`src/rtl/id_ex_skid.sv`:
```
// id_ex_skid: decode-to-execute pipeline register with a one-entry skid buffer.
// The main register drives the execute-side outputs. The skid register absorbs
// one instruction when execute stalls, which lets in_ready depend only on
// registered state. A synchronous flush squashes every held instruction.
// Optional feature macro: IDEX_STALL_CNT_EN adds a free-running stall_cnt output.
module id_ex_skid #(
  parameter int CTRL_W = 12,
  parameter int REG_W  = 5
) (
  input  logic              clk,
  input  logic              rst_n,
  // decode side
  input  logic              in_valid,
  output logic              in_ready,
  input  logic [31:0]       in_pc4,
  input  logic [31:0]       in_rs_data,
  input  logic [31:0]       in_rt_data,
  input  logic [31:0]       in_imm,
  input  logic [REG_W-1:0]  in_rt,
  input  logic [REG_W-1:0]  in_rd,
  input  logic [CTRL_W-1:0] in_ctrl,
  // pipeline control
  input  logic              flush,
  // execute side
  output logic              out_valid,
  input  logic              out_ready,
  output logic [31:0]       out_pc4,
  output logic [31:0]       out_rs_data,
  output logic [31:0]       out_rt_data,
  output logic [31:0]       out_imm,
  output logic [REG_W-1:0]  out_rt,
  output logic [REG_W-1:0]  out_rd,
  output logic [CTRL_W-1:0] out_ctrl
`ifdef IDEX_STALL_CNT_EN
  ,
  output logic [31:0]       stall_cnt
`endif
);

  // Payload layout, LSB first: ctrl, rd, rt, imm, rt_data, rs_data, pc4.
  localparam int OFF_CTRL = 0;
  localparam int OFF_RD   = OFF_CTRL + CTRL_W;
  localparam int OFF_RT   = OFF_RD + REG_W;
  localparam int OFF_IMM  = OFF_RT + REG_W;
  localparam int OFF_RTD  = OFF_IMM + 32;
  localparam int OFF_RSD  = OFF_RTD + 32;
  localparam int OFF_PC4  = OFF_RSD + 32;
  localparam int PAY_W    = OFF_PC4 + 32;

  // Occupancy: EMPTY (main_v=0, skid_v=0), ONE (1,0), FULL (1,1).
  // The encoding puts main_v in bit 0 and skid_v in bit 1.
  typedef enum logic [1:0] {
    ST_EMPTY = 2'b00,
    ST_ONE   = 2'b01,
    ST_FULL  = 2'b11
  } state_t;

  state_t             state_reg;
  state_t             state_next;
  logic [PAY_W-1:0]   main_reg;
  logic [PAY_W-1:0]   main_next;
  logic [PAY_W-1:0]   skid_reg;
  logic [PAY_W-1:0]   skid_next;
  logic [PAY_W-1:0]   in_pay;
  logic               main_v;
  logic               skid_v;
  logic               accept;
  logic               consume;

  assign in_pay = {in_pc4, in_rs_data, in_rt_data, in_imm, in_rt, in_rd, in_ctrl};

  assign main_v = (state_reg == ST_ONE) || (state_reg == ST_FULL);
  assign skid_v = (state_reg == ST_FULL);

  // in_ready comes only from registered state, so out_ready never reaches it.
  assign in_ready  = !skid_v;
  assign out_valid = main_v;
  assign accept    = in_valid && in_ready;
  assign consume   = main_v && out_ready;

  // Next-state and payload-load decisions; flush overrides everything.
  always_comb begin
    state_next = state_reg;
    main_next  = main_reg;
    skid_next  = skid_reg;
    case (state_reg)
      ST_EMPTY: begin
        if (accept) begin
          main_next  = in_pay;
          state_next = ST_ONE;
        end
      end
      ST_ONE: begin
        if (consume && accept) begin
          main_next  = in_pay;
          state_next = ST_ONE;
        end else if (consume) begin
          state_next = ST_EMPTY;
        end else if (accept) begin
          skid_next  = in_pay;
          state_next = ST_FULL;
        end
      end
      ST_FULL: begin
        // in_ready is low here, so no accept can coincide with the drain.
        if (consume) begin
          main_next  = skid_reg;
          state_next = ST_ONE;
        end
      end
      default: begin
        state_next = ST_EMPTY;
      end
    endcase
    if (flush) begin
      // Held payload goes stale; out_ctrl masking turns the bubble into a NOP.
      state_next = ST_EMPTY;
      main_next  = main_reg;
      skid_next  = skid_reg;
    end
  end

  // State and payload registers with asynchronous clear.
  always_ff @(posedge clk or negedge rst_n) begin
    if (!rst_n) begin
      state_reg <= ST_EMPTY;
      main_reg  <= '0;
      skid_reg  <= '0;
    end else begin
      state_reg <= state_next;
      main_reg  <= main_next;
      skid_reg  <= skid_next;
    end
  end

  assign out_pc4     = main_reg[OFF_PC4 +: 32];
  assign out_rs_data = main_reg[OFF_RSD +: 32];
  assign out_rt_data = main_reg[OFF_RTD +: 32];
  assign out_imm     = main_reg[OFF_IMM +: 32];
  assign out_rt      = main_reg[OFF_RT +: REG_W];
  assign out_rd      = main_reg[OFF_RD +: REG_W];

  // Control bits are forced to zero whenever no instruction is presented.
  genvar gi;
  generate
    for (gi = 0; gi < CTRL_W; gi++) begin : g_ctrl_mask
      assign out_ctrl[gi] = main_reg[OFF_CTRL + gi] & main_v;
    end
  endgenerate

`ifdef IDEX_STALL_CNT_EN
  logic [31:0] stall_cnt_reg;

  // Count cycles where execute holds off a valid instruction; wraps naturally.
  always_ff @(posedge clk or negedge rst_n) begin
    if (!rst_n) begin
      stall_cnt_reg <= '0;
    end else if (main_v && !out_ready) begin
      stall_cnt_reg <= stall_cnt_reg + 32'd1;
    end
  end

  assign stall_cnt = stall_cnt_reg;
`endif

endmodule

```
`config.mk`:
```
export PLATFORM = sky130hd
export DESIGN_NAME = id_ex_skid
export DESIGN_NICKNAME = d
export VERILOG_FILES = /design/src/rtl/id_ex_skid.sv
export SDC_FILE = /design/constraint.sdc
export NUM_CORES = 1
export LEC_CHECK = 0
export ABC_AREA = 0
export BUFFER_PORTS_ARGS = -buffer_cell sky130_fd_sc_hd__buf_2
export CORE_UTILIZATION = 50
export CTS_CLUSTER_DIAMETER = 40
export DETAILED_ROUTE_END_ITERATION = 10
export PLACE_DENSITY = 0.74
export REMOVE_ABC_BUFFERS = 1
export SLEW_MARGIN = 20
export SYNTH_ARGS = -nofsm -noshare
export SYNTH_HDL_FRONTEND = slang
export SYNTH_SLANG_ARGS = --single-unit
```
`constraint.sdc`:
```
create_clock -name clk -period 2.34 [get_ports clk]
set_input_delay 0.351 -clock clk [delete_from_list [all_inputs] [get_ports clk]]
set_output_delay 0.351 -clock clk [all_outputs]
set_load 0.01 [all_outputs]
```
==> impl_metrics.env, run 1 <==
export IMPL_netlist_area_leader_share=0.516
export IMPL_avgSynthCellArea_um2=14.9
export IMPL_utilization=0.598
export IMPL_fmax_ghz=0.452
export IMPL_synth_cells=984
export IMPL_async_reset_ff_frac=1.00
export IMPL_dpl_worst_slack_ns=0.129
export IMPL_grt_pass1_wl_um=46600
export IMPL_ctsHoldBuffers=1
export IMPL_grt_setup_unrepaired="false"
export IMPL_synth_most_common_cell="dfrtp_1"
export IMPL_synth_edf_count=0
export IMPL_critPathArrivalTime_ns=2.60
export IMPL_synthTopCellsByCount="302 x dfrtp_1, 265 x mux2_2, 149 x buf_4"
export IMPL_totalWireLength_um=28200
export IMPL_layout_nets=1336
export IMPL_finalSetupViolCount=0
export IMPL_path_cells="inv_1 -> ha_1 -> nand2b_1 -> a22oi_1 -> nand4_4 -> buf_12 -> mux2_1"
export IMPL_die_h_um=173
export IMPL_clk_latency_ns=0.52
export IMPL_portBuffers=306
export IMPL_max_slew_margin=0.603
export IMPL_area_growth_pct=17.6
export IMPL_ir_drop_mv=0.812
export IMPL_crit_type="reg -> reg"
export IMPL_critPathSlowestCell="dfrtp_1"
export IMPL_slowest_delay_ns=0.43
export IMPL_run_status="completed"
export IMPL_clk_pin_slew_ns=0.05
export IMPL_clock_skew_ns=0.00999
export IMPL_finalMaxSlewViolations=0
export IMPL_worstPathMaxFanout=76
export IMPL_cts_root_buf="clkbuf_16"
export IMPL_synth_seq_cells=302
export IMPL_gp_congestion=0.770
export IMPL_drc_errors=0
export IMPL_layout_min_cycle_time_ns=2.21
export IMPL_powerDensity_nw_per_um2=1310
export IMPL_cts_sinks=302
export IMPL_yosysWarnings=0
export IMPL_rows=62
export IMPL_tightest_slew_ns=0.596
export IMPL_vias=8025
export IMPL_finalCritPeriodShare=0.945
export IMPL_htreeDepth=2
export IMPL_fin_tns_setup_ns=0
export IMPL_grt_total_usage=0.192
export IMPL_startpoint_type="flop"
export IMPL_cts_resized_gates=0
export IMPL_fillers=2264
export IMPL_synthTopCellsByArea="dfrtp_1 52%, mux2_2 20%, mux2_4 9.2%"
export IMPL_overflow=0
export IMPL_dr_pass1_iters=5
export IMPL_dieArea_um2=30000
export IMPL_regArea_um2=7560
export IMPL_via_per_inst=5.04
export IMPL_cp_num_buf_inv=2
export IMPL_ios=307
export IMPL_antenna_left=0
export IMPL_hold_path_class="in -> reg"
export IMPL_wl_per_cell_um=17.7
export IMPL_synth_main_ff_cell="dfrtp_1"
export IMPL_syn_area_um2=14600
export IMPL_post_cts_repair_setup_buffers=0
export IMPL_coreArea_um2=28800
export IMPL_initial_core_util=0.508
export IMPL_power_leakage_nw=8.12
export IMPL_drive_gt1_frac=0.633
export IMPL_p_total_w=0.0226
export IMPL_synth_distinct_cells=23
export IMPL_antenna_found_initial=3
export IMPL_cts_buffers=43
export IMPL_cap_viol_max_count=0
export IMPL_cp_end_kind="flop"
export IMPL_multiInputGateArea_um2=5700
export IMPL_crit_required_ns=2.73
export IMPL_grt_max_degree=77
export IMPL_yosys_area_top_type="dfrtp_1"
export IMPL_cts_tree="done"
export IMPL_crit_family="flip-flops"
export IMPL_hold_viol=0
export IMPL_ys_seq_area_frac=0.516
export IMPL_clockBufferDepth=3
export IMPL_fp_dieW_um=173
export IMPL_fin_ws_ns=0.129
export IMPL_first_iter_violations=267
export IMPL_grt_pass1_vias=8644
export IMPL_place_hpwl_um=19000
-- cell families (layout without fill, tap and decap cells) --
logic type               count (synthesis)  after routing  share of synthesized area
AND/OR/NAND/NOR                         26             26                     0.0116
other                                    0              2                          0
buffers and inverters                  195            417                     0.0957
flip-flops                             302            302                      0.516
multiplexers                           450            450                      0.369
adder cells (fa/ha/maj)                  5              5                    0.00427
AO/OA/AOI/OAI                            6              6                    0.00265
-- worst register-to-register path, stage by stage (launching register included) --
cell      delay, ns
dfrtp_1        0.43
inv_1          0.11
ha_1           0.23
nand2b_1       0.14
a22oi_1        0.23
nand4_4        0.16
buf_12         0.26
mux2_1         0.53
-- placed cells by master, fill, tap and decap left out, types with 2 or more instances in the layout --
| master | count |
|---|---|
| dfrtp_1 | 302 |
| nand2b_1 | 3 |
| clkinv_4 | 3 |
| mux2_4 | 90 |
| clkbuf_16 | 45 |
| inv_6 | 4 |
| mux2_1 | 95 |
| clkinvlp_4 | 4 |
| nor2b_1 | 13 |
| clkinv_2 | 3 |
| or4_1 | 2 |
| diode_2 | 2 |
| buf_4 | 15 |
| mux2_2 | 265 |
| bufinv_16 | 6 |
| buf_2 | 305 |
| a21oi_1 | 2 |
| nor2_1 | 4 |
| clkbuf_8 | 6 |
| clkbuf_1 | 4 |
| buf_12 | 13 |
| inv_1 | 7 |
| ha_1 | 4 |
-- layout make-up --
cell class                      instances  area share
Tap cell                              384      0.0279
Clock buffer                           55      0.0711
Inverter                                7     0.00153
Timing Repair Buffer                  335       0.112
Antenna cell                            2    0.000291
Sequential cell                       302       0.439
Multi-Input combinational cell        487       0.331
Clock inverter                         20      0.0167
-- stage by stage --
step           instances  hold WS, ns  area, um^2
6_report            1592       0.0637       17200
3_5_place_dp        1514        0.304       15700
5_1_grt             1591       0.0472       17200
4_1_cts             1590       0.0443       17200
2_1_floorplan        796       0.0554       13300
3_3_place_gp        1514        0.312       15700
-- power by group --
| group | internal (W) | switching (W) | leakage, nW |
|---|---|---|---|
| sequential | 0.00789 | 0.00134 | 3.61 |
| combinational | 0.00393 | 0.00279 | 3.78 |
| clock | 0.00436 | 0.00232 | 0.730 |
-- path summary, 6_finish.rpt --
kind                                start             to  slack, ns  cells past startpoint
setup / recovery             state_reg[0]   main_reg[38]       0.13                      7
hold / removal             in_rs_data[19]  skid_reg[105]       0.06                      2
setup reg to reg             state_reg[0]   main_reg[38]       0.13                      7
hold reg to reg             skid_reg[107]  skid_reg[107]       0.48                      1
max in group asynchronous           rst_n  skid_reg[107]       1.32                      3
min in group asynchronous           rst_n  skid_reg[124]       0.35                      2
-- per-layer routing --
layer  wire length [um]  vias to the layer above  global-route usage
met5                 12                        -                   0
met4                572                        2              0.0553
met3               1970                       50              0.0598
met2              13300                      226               0.307
met1              12300                     4051               0.252
li1                   -                     3696                   -
Power figures use the tool's default switching activity.
==> run 2, diff against run 1 <==
Settings changed: ABC_AREA 0 to 1, CORE_UTILIZATION 50 to 49, PLACE_DENSITY 0.74 to 0.76.
Clock period 2.34 ns to 1.8 ns, I/O delays scaled along.
==> run 2 against run 1 <==
Effect of this change: the flow now finishes with violations (negative setup slack); power is 32% higher; routed wire length increased by 29%; clock-buffer cell count shrank 1; setup slack lost 0.32 ns; clock power grew 35%; register-to-register slack lost 0.30 ns; sequential share of layout area shrank 1.7 points; combinational power up 33%; flip-flop and latch count unchanged; hold slack got worse by 0.050 ns; sequential power increased by 28%; global-route usage up 4.2 points.
==> impl_metrics.env, run 2 <==
export IMPL_synth_cells=1615
export IMPL_r2r_start="state_reg[0]"
export IMPL_synthTopCellsByCount="459 x nand2_1, 302 x dfrtp_1, 252 x o21ai_1"
export IMPL_place_hpwl_um=21300
export IMPL_grt_pass1_wl_um=54900
export IMPL_via_per_inst=5.11
export IMPL_cts_sinks=302
export IMPL_grt_setup_unrepaired="true"
export IMPL_drive_gt1_frac=0.254
export IMPL_grt_total_usage=0.234
export IMPL_crit_required_ns=1.53
export IMPL_ir_drop_mv=1.23
export IMPL_clock_skew_ns=0.0192
export IMPL_synth_main_ff_cell="dfrtp_1"
export IMPL_synth_distinct_cells=21
export IMPL_layout_min_cycle_time_ns=1.99
export IMPL_cp_end_kind="output pin"
export IMPL_portBuffers=306
export IMPL_cts_root_buf="clkbuf_16"
export IMPL_drc_errors=0
export IMPL_gp_congestion=0.811
export IMPL_ios=307
export IMPL_p_sw_frac=0.342
export IMPL_clock_power_share=0.302
export IMPL_fin_tns_setup_ns=-25.42
export IMPL_crit_type="reg -> out"
export IMPL_p_int_w=0.0196
export IMPL_coreArea_um2=27900
export IMPL_async_reset_ff_frac=1.00
export IMPL_p_total_w=0.0298
export IMPL_dr_pass1_iters=7
export IMPL_cp_num_buf_inv=2
export IMPL_hold_path_endpoint="skid_reg[84]"
export IMPL_cts_buffers=44
export IMPL_initial_core_util=0.501
export IMPL_combPwrFrac=0.301
export IMPL_ys_seq_area_frac=0.540
export IMPL_totalWireLength_um=36300
export IMPL_layout_nets=2034
export IMPL_critPathSlowestCell="dfrtp_2"
export IMPL_layout_commonest_cell="nand2_1"
export IMPL_rrSetupSlack_ns=-0.17
export IMPL_first_iter_violations=968
export IMPL_htreeDepth=2
export IMPL_netlist_area_leader_share=0.540
export IMPL_seqPwrFrac=0.397
export IMPL_overflow=0
export IMPL_fp_dieW_um=171
export IMPL_fin_ws_ns=-0.190
export IMPL_wl_per_cell_um=15.9
export IMPL_rr_worst_depth=9
export IMPL_antenna_left=0
export IMPL_switchingPower_w=0.0102
export IMPL_max_slew_margin=0.602
export IMPL_slowest_delay_ns=0.45
export IMPL_synth_most_common_cell="nand2_1"
export IMPL_holdPathStages=3
export IMPL_powerDensity_nw_per_um2=1660
export IMPL_cts_tree="done"
export IMPL_area_growth_pct=28.1
export IMPL_vias=11677
export IMPL_syn_area_um2=14000
export IMPL_cap_viol_max_count=0
export IMPL_die_h_um=171
export IMPL_finalMaxSlewViolations=0
export IMPL_path_cells="ha_4 -> nor2_4 -> clkbuf_16 -> nor2_1 -> buf_2"
export IMPL_power_leakage_nw=9.49
export IMPL_finalSetupViolCount=308
export IMPL_yosys_area_top_type="dfrtp_1"
export IMPL_antenna_found_initial=2
export IMPL_rows=61
export IMPL_hold_viol=0
export IMPL_avgSynthCellArea_um2=8.66
export IMPL_hold_path_class="in -> reg"
export IMPL_final_cell_mix="456 x nand2_1, 305 x buf_2, 300 x dfrtp_1"
export IMPL_fillers=2175
export IMPL_clockBufferDepth=3
export IMPL_worstPathMaxFanout=6
export IMPL_synth_edf_count=0
export IMPL_dieArea_um2=29200
export IMPL_fmax_ghz=0.502
export IMPL_synth_seq_cells=302
export IMPL_grt_pass1_vias=11183
export IMPL_run_status="finished, violations left"
export IMPL_crit_family="flip-flops"
export IMPL_yosysWarnings=0
export IMPL_clk_latency_ns=0.53
export IMPL_grt_max_degree=68
export IMPL_clk_pin_slew_ns=0.06
export IMPL_timing_rr_end="skid_reg[68]"
export IMPL_violations="negative setup slack"
export IMPL_critPathArrivalTime_ns=1.72
export IMPL_synthTopCellsByArea="dfrtp_1 54%, nand2_1 12%, o21ai_1 9.0%"
export IMPL_tightest_slew_ns=0.598
export IMPL_min_from="in_rt_data[30]"
export IMPL_startpoint_type="flop"
export IMPL_finalCritPeriodShare=1.11
## run 2: worst max path at each step
stage | start | end | cells after the start
after floorplan | state_reg[0] | main_reg[0] | 7
after global placement | state_reg[0] | main_reg[20] | 10
after detailed placement | state_reg[0] | main_reg[91] | 10
after CTS | state_reg[0] | out_ctrl[7] | 5
after global routing | state_reg[0] | out_ctrl[0] | 5
final | state_reg[0] | out_ctrl[11] | 5
## run 2: area by class of cell
class	count	area, um^2	area share
antenna	1	2.50	0.000140
clock buffer	54	1200	0.0670
clock inverter	24	349	0.0195
inverter	131	497	0.0277
multi-input combinational	945	4500	0.251
sequential	302	7560	0.422
tap	378	473	0.0264
timing repair buffer	450	3340	0.186
## run 2: tightest hold or removal path, stage by stage
cell and delay [ns]:
buf_2 0.10, inv_1 0.06, o21ai_1 0.07
## run 2: logic make-up (layout without fill, tap and decap cells)
logic type,count (synthesis),count (layout),share of synthesized area
mux,41,41,0.0293
fa+ha+maj,5,5,0.00447
compound gates,372,372,0.133
buf+inv,368,659,0.145
flops,302,302,0.540
other cells,0,1,0
simple gates,527,527,0.148
## run 2: metrics by stage
stage / setup WS (ns) / utilization / std cells / hold WS (ns) / cell area (um^2)
after floorplan: -7.27 / - / 1378 / -0.0256 / 12400
after global placement: 0.0133 / 0.542 / 2116 / 0.285 / 15100
after detailed placement: -0.0650 / 0.542 / 2116 / 0.288 / 15100
after CTS: -0.181 / 0.626 / 2264 / 0.000643 / 17500
after global routing: -0.243 / 0.641 / 2285 / 0.0144 / 17900
final: -0.190 / 0.641 / 2285 / 0.0142 / 17900
## run 2: metal layers
layer,global-route usage,vias to the layer above,routed length [um]
li1,-,5579,-
met1,0.296,5527,15000
met2,0.385,473,17300
met3,0.0567,96,2830
met4,0.0932,2,1130
met5,0,-,11
## run 2: repair_timing
item | in CTS | in global routing
cloned | 2 | 11
setup buffers | 3 | 9
hold endpoints to repair | 118 | 0
gates resized for setup | 12 | 28
setup endpoints to repair | 161 | 211
hold buffers | 66 | 0
pin swaps | 0 | 4
## run 2: power by group through the flow
stage	Sequential, W	Combinational (W)	Clock [W]
final	0.0118	0.00897	0.00900
after global routing	0.0121	0.0100	0.00944
after CTS	0.0117	0.00829	0.00912
after detailed placement	0.0118	0.00805	0
after global placement	0.0116	0.00774	0
after floorplan	0.0114	0.00350	0
==> run 3, diff against run 2 <==
Settings changed: CORE_UTILIZATION 49 to 50, HOLD_SLACK_MARGIN from default to 0.1, PLACE_DENSITY 0.76 to 0.74.
Clock period 1.8 ns to 2.2 ns, I/O delays scaled along.
==> run 3 against run 2 <==
Effect of this change: the run now ends clean; first-iteration DRC count decreased by 8.7%; die area decreased by 2.0%; clock power decreased by 22%; routed wire length decreased by 4.1%; largest power group unchanged; highest routed layer is now met4.
==> impl_metrics.env, run 3 (synthesized netlist as in run 2, its figures left out) <==
export IMPL_power_leakage_nw=9.39
export IMPL_wl_per_cell_um=15.1
export IMPL_run_status="completed"
export IMPL_grt_max_degree=143
export IMPL_fin_tns_setup_ns=0
export IMPL_crit_type="reg -> reg"
export IMPL_drc_errors=0
export IMPL_rrSetupSlack_ns=0.03
export IMPL_hold_path_class="in -> reg"
export IMPL_fin_cells=2310
export IMPL_clk_pin_slew_ns=0.06
export IMPL_grt_total_usage=0.241
export IMPL_met1_length_um=14600
export IMPL_rows=60
export IMPL_post_cts_repair_setup_buffers=0
export IMPL_max_slew_margin=0.534
export IMPL_cts_sinks=302
export IMPL_ir_drop_mv=0.747
export IMPL_dpl_worst_slack_ns=0.144
export IMPL_p_total_w=0.0234
export IMPL_fmax_ghz=0.462
export IMPL_finalSetupViolCount=0
export IMPL_clock_skew_ns=0.0200
export IMPL_fillers=2085
export IMPL_fp_dieW_um=169
export IMPL_clockBufferDepth=3
export IMPL_worstPathMaxFanout=98
export IMPL_crit_required_ns=2.59
export IMPL_layout_nets=2068
export IMPL_critPathArrivalTime_ns=2.56
export IMPL_vias=11676
export IMPL_n_antenna_cell=0
export IMPL_coreArea_um2=27200
export IMPL_htreeDepth=2
export IMPL_layout_min_cycle_time_ns=2.17
export IMPL_tightest_slew_ns=0.699
export IMPL_hold_viol=0
export IMPL_cts_root_buf="clkbuf_16"
export IMPL_dp_cells=2088
export IMPL_overflow=0
export IMPL_ios=307
export IMPL_die_h_um=169
export IMPL_first_iter_violations=884
export IMPL_initial_core_util=0.515
export IMPL_area_growth_pct=27.7
export IMPL_grt_setup_unrepaired="true"
export IMPL_layout_commonest_cell="nand2_1"
export IMPL_dr_pass1_iters=7
export IMPL_portBuffers=306
export IMPL_antenna_found_initial=0
export IMPL_place_hpwl_um=20100
export IMPL_totalWireLength_um=34900
export IMPL_gp_congestion=0.788
export IMPL_cp_end_kind="flop"
export IMPL_grt_pass1_vias=11538
export IMPL_grt_pass1_wl_um=56100
export IMPL_wl_met3_um=2430
export IMPL_cap_viol_max_count=0
export IMPL_clk_latency_ns=0.53
export IMPL_cts_buffers=44
export IMPL_startpoint_type="flop"
export IMPL_final_cell_mix="458 x nand2_1, 305 x buf_2, 301 x dfrtp_1"
export IMPL_powerDensity_nw_per_um2=1310
export IMPL_via_per_inst=5.05
export IMPL_utilization=0.657
export IMPL_antenna_left=0
export IMPL_wl_met2_um=16700
export IMPL_drive_gt1_frac=0.218
export IMPL_dieArea_um2=28700
export IMPL_finalCritPeriodShare=0.984
export IMPL_top_layer_used="met4"
export IMPL_finalMaxSlewViolations=0
export IMPL_cts_tree="done"
export IMPL_fin_ws_ns=0.0342
-- run 3: final cells by class --
class / count / area (um^2) / share of cell area
clock buffer: 56 / 1240 / 0.0693
clock inverter: 20 / 253 / 0.0141
inverter: 131 / 497 / 0.0278
multi-input combinational: 945 / 4440 / 0.248
sequential: 302 / 7560 / 0.423
tap: 372 / 465 / 0.0261
timing repair buffer: 484 / 3410 / 0.191
-- run 3: worst paths after layout --
path | cells after the start | to | start
setup reg to reg | 8 | main_reg[148] | state_reg[0]
hold reg to reg | 2 | skid_reg[126] | skid_reg[126]
setup / recovery | 8 | main_reg[148] | state_reg[0]
hold / removal | 3 | skid_reg[1] | in_ctrl[1]
max in group asynchronous | 3 | skid_reg[132] | rst_n
min in group asynchronous | 2 | main_reg[8] | rst_n
-- run 3: through the flow --
step	hold slack, ns	area, um^2
final	0.120	17900
after floorplan	0.0344	12400
after detailed placement	0.328	14900
after CTS	0.100	17800
after global placement	0.319	14900
after global routing	0.126	17900
-- run 3: timing repair --
item,CTS,global route
gates resized for setup,1,7
hold endpoints to repair,197,0
setup endpoints to repair,3,74
hold buffers,145,0
gates cloned,0,1
-- run 3: report_power, final --
group / leakage, nW / total, W / switching (W) / internal, W
registers: 3.75 / 0.00962 / 0.00146 / 0.00816
logic: 4.91 / 0.00674 / 0.00398 / 0.00275
clock network: 0.726 / 0.00700 / 0.00253 / 0.00447
-- run 3: worst max-delay path, stage by stage, from the launching register on --
cell and delay (ns):
dfrtp_2 0.45, ha_1 0.28, inv_2 0.09, nand2_1 0.12, o21ai_1 0.28, nand2_4 0.22
buf_16 0.26, nand2_1 0.16, o21ai_1 0.09
-- run 3: routing by layer --
metal / vias up / global-route usage
met1: 5510 / 0.310
met5: - / 0
met4: 0 / 0.0944
met2: 457 / 0.397
met3: 95 / 0.0525
li1: 5614 / -
